[src/rtl/db9_joy_scanner_if.sv]
// Result bus of the DB9 scanner: two active-high button words and a per-frame strobe.
interface db9_joy_scanner_if #(
  parameter int NBITS = 16
);
  logic [NBITS-1:0] joy_hi;
  logic [NBITS-1:0] joy_lo;
  logic             frame_valid;

  modport master (output joy_hi, joy_lo, frame_valid);
  modport slave  (input  joy_hi, joy_lo, frame_valid);
endinterface

[src/rtl/db9_joy_scanner.sv]
// Drives the DB9 joystick shift chain, deserialises both select phases and
// publishes optionally two-scan-filtered button words once per frame.
module db9_joy_scanner #(
  parameter int CLK_DIV      = 64,
  parameter int NBITS        = 16,
  parameter int SETTLE_TICKS = 8,
  parameter int FILTER       = 1
) (
  input  logic CLOCK_50,
  input  logic RESET_N,
  input  logic JOY_DATA,
  output logic JOY_CLK,
  output logic JOY_LOAD,
  output logic JOY_SELECT,
  db9_joy_scanner_if.master bus
);
  localparam int CW = $clog2(CLK_DIV);
  localparam int BW = (NBITS > 1) ? $clog2(NBITS) : 1;
  localparam int SW = (SETTLE_TICKS > 1) ? $clog2(SETTLE_TICKS) : 1;

  typedef enum logic [2:0] {IDLE, LOAD, LOW, HIGH, COMMIT, SETTLE} state_t;

  state_t           state_q, state_d;
  logic [CW-1:0]    tcnt_q, tcnt_d;
  logic [BW-1:0]    bcnt_q, bcnt_d;
  logic [SW-1:0]    scnt_q, scnt_d;
  logic [NBITS-1:0] shift_q, shift_d;
  logic [NBITS-1:0] hi_q, hi_d, lo_q, lo_d;
  logic [NBITS-1:0] prev_hi_q, prev_hi_d, prev_lo_q, prev_lo_d;
  logic             sel_q, sel_d, fv_q, fv_d;
  logic             sync1_q, sync2_q;
  logic             tick, last_bit, settle_done;

  assign tick        = (tcnt_q == CW'(CLK_DIV - 1));
  assign last_bit    = (bcnt_q == BW'(NBITS - 1));
  assign settle_done = (scnt_q == SW'(SETTLE_TICKS - 1));

  // The divider pauses in COMMIT so SETTLE always gets whole ticks.
  always_comb begin
    tcnt_d = tcnt_q;
    if (state_q != COMMIT) tcnt_d = tick ? '0 : tcnt_q + 1'b1;
  end

  always_ff @(posedge CLOCK_50) begin
    if (!RESET_N) begin
      state_q   <= IDLE;
      tcnt_q    <= '0;
      bcnt_q    <= '0;
      scnt_q    <= '0;
      shift_q   <= '0;
      hi_q      <= '0;
      lo_q      <= '0;
      prev_hi_q <= '0;
      prev_lo_q <= '0;
      sel_q     <= 1'b1;
      fv_q      <= 1'b0;
      sync1_q   <= 1'b1;
      sync2_q   <= 1'b1;
    end else begin
      state_q   <= state_d;
      tcnt_q    <= tcnt_d;
      bcnt_q    <= bcnt_d;
      scnt_q    <= scnt_d;
      shift_q   <= shift_d;
      hi_q      <= hi_d;
      lo_q      <= lo_d;
      prev_hi_q <= prev_hi_d;
      prev_lo_q <= prev_lo_d;
      sel_q     <= sel_d;
      fv_q      <= fv_d;
      sync1_q   <= JOY_DATA;
      sync2_q   <= sync1_q;
    end
  end

  always_comb begin
    state_d = state_q;
    case (state_q)
      IDLE:    if (tick) state_d = LOAD;
      LOAD:    if (tick) state_d = LOW;
      LOW:     if (tick) state_d = last_bit ? COMMIT : HIGH;
      HIGH:    if (tick) state_d = LOW;
      COMMIT:  state_d = SETTLE;
      SETTLE:  if (tick && settle_done) state_d = LOAD;
      default: state_d = IDLE;
    endcase
  end

  always_comb begin
    bcnt_d    = bcnt_q;
    scnt_d    = scnt_q;
    shift_d   = shift_q;
    hi_d      = hi_q;
    lo_d      = lo_q;
    prev_hi_d = prev_hi_q;
    prev_lo_d = prev_lo_q;
    sel_d     = sel_q;
    fv_d      = 1'b0;
    case (state_q)
      LOAD: if (tick) bcnt_d = '0;
      // Chain is active-low; MSB arrives first and ends up in bit NBITS-1.
      LOW:  if (tick) shift_d = {shift_q[NBITS-2:0], ~sync2_q};
      HIGH: if (tick) bcnt_d = bcnt_q + 1'b1;
      COMMIT: begin
        if (sel_q) begin
          prev_hi_d = shift_q;
          if (FILTER == 0 || shift_q == prev_hi_q) hi_d = shift_q;
        end else begin
          prev_lo_d = shift_q;
          if (FILTER == 0 || shift_q == prev_lo_q) lo_d = shift_q;
          fv_d = 1'b1;
        end
        sel_d  = ~sel_q;
        scnt_d = '0;
      end
      SETTLE: if (tick && !settle_done) scnt_d = scnt_q + 1'b1;
      default: ;
    endcase
  end

  always_comb begin
    JOY_CLK         = (state_q == HIGH);
    JOY_LOAD        = (state_q != LOAD);
    JOY_SELECT      = sel_q;
    bus.joy_hi      = hi_q;
    bus.joy_lo      = lo_q;
    bus.frame_valid = fv_q;
  end
endmodule

[src/flat_wrapper.sv]
// flat-port wrapper written by rule: the top's interface ports become plain ports
module db9_joy_scanner_flat 
#(
  parameter int CLK_DIV      = 64,
  parameter int NBITS        = 16,
  parameter int SETTLE_TICKS = 8,
  parameter int FILTER       = 1
)
  (CLOCK_50, RESET_N, JOY_DATA, JOY_CLK, JOY_LOAD, JOY_SELECT, bus_joy_hi, bus_joy_lo, bus_frame_valid);
  db9_joy_scanner_if #(.NBITS(NBITS)) bus_i ();
  input  logic CLOCK_50;
  input  logic RESET_N;
  input  logic JOY_DATA;
  output logic JOY_CLK;
  output logic JOY_LOAD;
  output logic JOY_SELECT;
  output wire logic [$bits(bus_i.joy_hi)-1:0] bus_joy_hi;
  output wire logic [$bits(bus_i.joy_lo)-1:0] bus_joy_lo;
  output wire logic [$bits(bus_i.frame_valid)-1:0] bus_frame_valid;
  assign bus_joy_hi = bus_i.joy_hi;
  assign bus_joy_lo = bus_i.joy_lo;
  assign bus_frame_valid = bus_i.frame_valid;
  db9_joy_scanner #(.CLK_DIV(CLK_DIV), .NBITS(NBITS), .SETTLE_TICKS(SETTLE_TICKS), .FILTER(FILTER)) u_core (.CLOCK_50(CLOCK_50), .RESET_N(RESET_N), .JOY_DATA(JOY_DATA), .JOY_CLK(JOY_CLK), .JOY_LOAD(JOY_LOAD), .JOY_SELECT(JOY_SELECT), .bus(bus_i));
endmodule
[config.mk]
export PLATFORM = sky130hd
export DESIGN_NAME = db9_joy_scanner_flat
export DESIGN_NICKNAME = d
export VERILOG_FILES = /design/src/rtl/db9_joy_scanner_if.sv /design/src/rtl/db9_joy_scanner.sv /design/src/flat_wrapper.sv
export SDC_FILE = /design/constraint.sdc
export NUM_CORES = 1
export LEC_CHECK = 0
export ABC_AREA = 1
export CAP_MARGIN = 20
export CORE_AREA = 4 4 97 99
export CTS_BUF_LIST = sky130_fd_sc_hd__clkbuf_2 sky130_fd_sc_hd__clkbuf_4 sky130_fd_sc_hd__clkbuf_8
export CTS_CLUSTER_DIAMETER = 40
export DETAILED_ROUTE_END_ITERATION = 10
export DIE_AREA = 0 0 101 103
export HOLD_SLACK_MARGIN = 0.02
export PLACE_DENSITY = 0.77
export SLEW_MARGIN = 20
export SYNTH_ARGS = -nofsm -noshare
export SYNTH_HDL_FRONTEND = slang
export SYNTH_SLANG_ARGS = --single-unit
[constraint.sdc]
create_clock -name CLOCK_50 -period 1.3 [get_ports CLOCK_50]
set_input_delay 0.195 -clock CLOCK_50 [delete_from_list [all_inputs] [get_ports CLOCK_50]]
set_output_delay 0.195 -clock CLOCK_50 [all_outputs]
set_load 0.02 [all_outputs]
==> flow_summary.ini <==
[die]
design.core.area_um2 = 8550
die-area_um2 = 10400
die_x_um = 101
num_io_pins = 39
start_util = 0.527
rows = 34
fp.dieH_um = 103

[global_route]
grt_pass1_wl_um = 22600
grt_max_degree = 28
track_usage = 0.275
antenna_found_initial = 0
grt_pass1_vias = 4801
grt_overflow = 0

[layout]
final_cell_mix = nand2_1, nor2_1, buf_4
nets = 781
final_cell_count_no_fill = 887
drive_above_1_share = 0.399
regArea_um2 = 2050
antenna_cells = 0
n_fill_cell = 514
fin_util = 0.805
design_area_um2 = 6880
area_growth_pct = 52.8
multi_input_area_um2 = 2720
final_common_cell = nand2_1

[synthesis]
synth.ff_latch_count = 100
synth_edf_count = 0
synth.avg_cell_area_um2 = 7.04
synth_largest_area_cell = dfxtp_1
synth.distinct_cells = 32
yosysSeqAreaShare = 0.444
async_reset_ff_frac = 0
synth_warnings = 0
netlist_area_um2 = 4500
synth_fp_nets = 647
netlist.area_leader.share = 0.444
ys.flop_type = dfxtp_1
syn_inst = 640
yosys-top-cells-area = dfxtp_1, nand2_1, nor2_1

[sta]
clock.fmax_mhz = 623
fin_ws_ns = -0.306
fin_tns_setup_ns = -16.96
rsz0062_at_grt = true
finalMaxSlewViolations = 0
layout_min_cycle_time_ns = 1.61
setup_viol = 96
worst_pin_slew_ns = 0.566
skew_ns = 0.0138
finalHoldViolations = 0
slew-limit-headroom = 0.622
period_share = 1.24

[critical_path]
reg2reg_depth = 10
worst_ep_required_time_ns = 1.59
crit_arrival_ns = 1.90
end_kind = flop
r2r_setup_slack_ns = -0.31
start_kind = flop
crit_top_cell = nand2_1
r2r_end = u_core.bus.joy_hi[1]
crit_fanout = 6
path_cells = inv_1 > nand2_1 > nand2_1 > nor2_4 > nand3_4 > nor2_4 > buf_6 > nand3_1 > nand2_1 > nor2_1
cp_slowest_stage_delay_ns = 0.38
crit_slowest_cell = dfxtp_2
critical_path_class = reg -> reg
r2r_start = u_core.shift_q[2]

[route]
drt_iter0_markers = 456
wl_per_cell_um = 19.0
via_per_inst = 5.79
drt_wl_total_um = 16900
num_vias = 5133
dr.pass1.iters = 5
final_antenna_net_count = 0
drc = 0

[placement]
dpl_cell_area_um2 = 5580
port_buffers = 38
dp_hpwl_um = 8550
place_inst = 834
gp_congestion = 0.874

[worst_hold_path]
hold_start = RESET_N
hold_depth = 3
hold_class = in -> reg
min_to = u_core.state_q[1]

[clock_network]
ctsHoldBuffers = 0
cts_tree = done
cts_sinks = 100
cts_max_level = 3
root_buffer = clkbuf_8
clockBufferDepth = 2
path_clk_slew_ns = 0.10
insertion_delay_ns = 0.39
numCtsBuffers = 9

[power_and_ir_drop]
comb_power_share = 0.034
p_per_area_nw_per_um2 = 784
power_leakage_nw = 2.96
ir_worst_vdd_mv = 0.618
seqPwrFrac = 0.569
p_clk_frac = 0.397
switching_power_mw = 1.34
power.internal_mw = 4.06
switching_share = 0.248

[outcome]
violations = setup timing
status = finished, violations left

[run]
cap_viol_max_count = 0
worst max-delay path by stage:
stage                             to              start  slack (ns)
2_1_floorplan  u_core.bus.joy_hi[11]  u_core.state_q[1]       -0.04
3_3_place_gp                 JOY_CLK  u_core.state_q[0]       -0.15
3_5_place_dp        u_core.tcnt_q[5]  u_core.state_q[0]       -0.23
4_1_cts         u_core.bus.joy_hi[9]  u_core.state_q[0]       -0.19
5_1_grt         u_core.bus.joy_lo[8]  u_core.shift_q[4]       -0.39
6_report        u_core.bus.joy_hi[1]  u_core.shift_q[2]       -0.31
cell families after synthesis:
logic type,synth area share
compound gates,0.120
fa+ha+maj,0.0111
flops,0.444
simple gates,0.317
xor+xnor,0.0192
buf+inv,0.0889
per-stage QoR:
stage / setup slack, ns / hold slack (ns) / power (mW)
final: -0.306 / 0.127 / 5.40
after global routing: -0.388 / 0.145 / 5.50
after CTS: -0.186 / 0.110 / 5.33
after detailed placement: -0.226 / 0.393 / 3.28
after global placement: -0.149 / 0.391 / 3.27
after floorplan: -0.0443 / 0.302 / 3.23
power by group through the flow:
stage | logic (mW) | registers, mW | clock network (mW)
3_5_place_dp | 0.131 | 3.15 | 0
2_1_floorplan | 0.0830 | 3.15 | 0
3_3_place_gp | 0.126 | 3.15 | 0
6_report | 0.184 | 3.07 | 2.14
4_1_cts | 0.140 | 3.08 | 2.12
5_1_grt | 0.197 | 3.07 | 2.23
synthesized netlist by cell type, types with 2 or more instances:
cell type	instances
a21oi_1	41
buf_1	4
buf_2	8
buf_4	2
buf_6	3
clkbuf_1	7
dfxtp_1	100
ha_1	4
inv_1	60
inv_2	12
nand2_1	164
nand3_1	23
nand4_1	17
nor2_1	102
nor2_2	5
nor2_4	5
nor3_1	5
o21ai_0	46
o22ai_1	12
or2_2	2
xnor2_1	6
xor2_1	2
routing by layer:
metal,up-vias,part of all wire,global-route usage
li1,2319,-,-
met1,2379,0.34,0.298
met2,319,0.50,0.498
met3,116,0.086,0.0589
met4,0,0.075,0.152
met5,-,0,0
cell type report:
| class | instances | share of cell area |
|---|---|---|
| Tap cell | 108 | 0.0196 |
| Inverter | 72 | 0.0436 |
| Clock inverter | 7 | 0.0124 |
| Sequential cell | 100 | 0.298 |
| Clock buffer | 9 | 0.0180 |
| Timing Repair Buffer | 147 | 0.213 |
| Multi-Input combinational cell | 444 | 0.396 |
state kept, by name (all words and copies together) (netlist names):
register and count:
u_core.bus.joy_hi 16, u_core.bus.joy_lo 16, u_core.prev_hi_q 16, u_core.prev_lo_q 16, u_core.shift_q 16, u_core.tcnt_q 6
u_core.bcnt_q 4, u_core.scnt_q 3, u_core.state_q 3, u_core.JOY_SELECT 1, u_core.bus.frame_valid 1, u_core.sync1_q 1
u_core.sync2_q 1
what timing repair did:
action                                  in CTS  in global routing
gates cloned                                 4                  3
setup buffers                               19                 19
resized for setup                          165                142
endpoints found under the setup margin     120                113
pin swaps                                   34                 40
worst max-delay path: cells and delay by family, from the launching register on:
kind                   cells  cell delay, ns
buffers and inverters      2            0.27
DFF                        1            0.38
and+or+nand+nor            8            0.86
No activity file was read; power rests on OpenSTA's default activity.
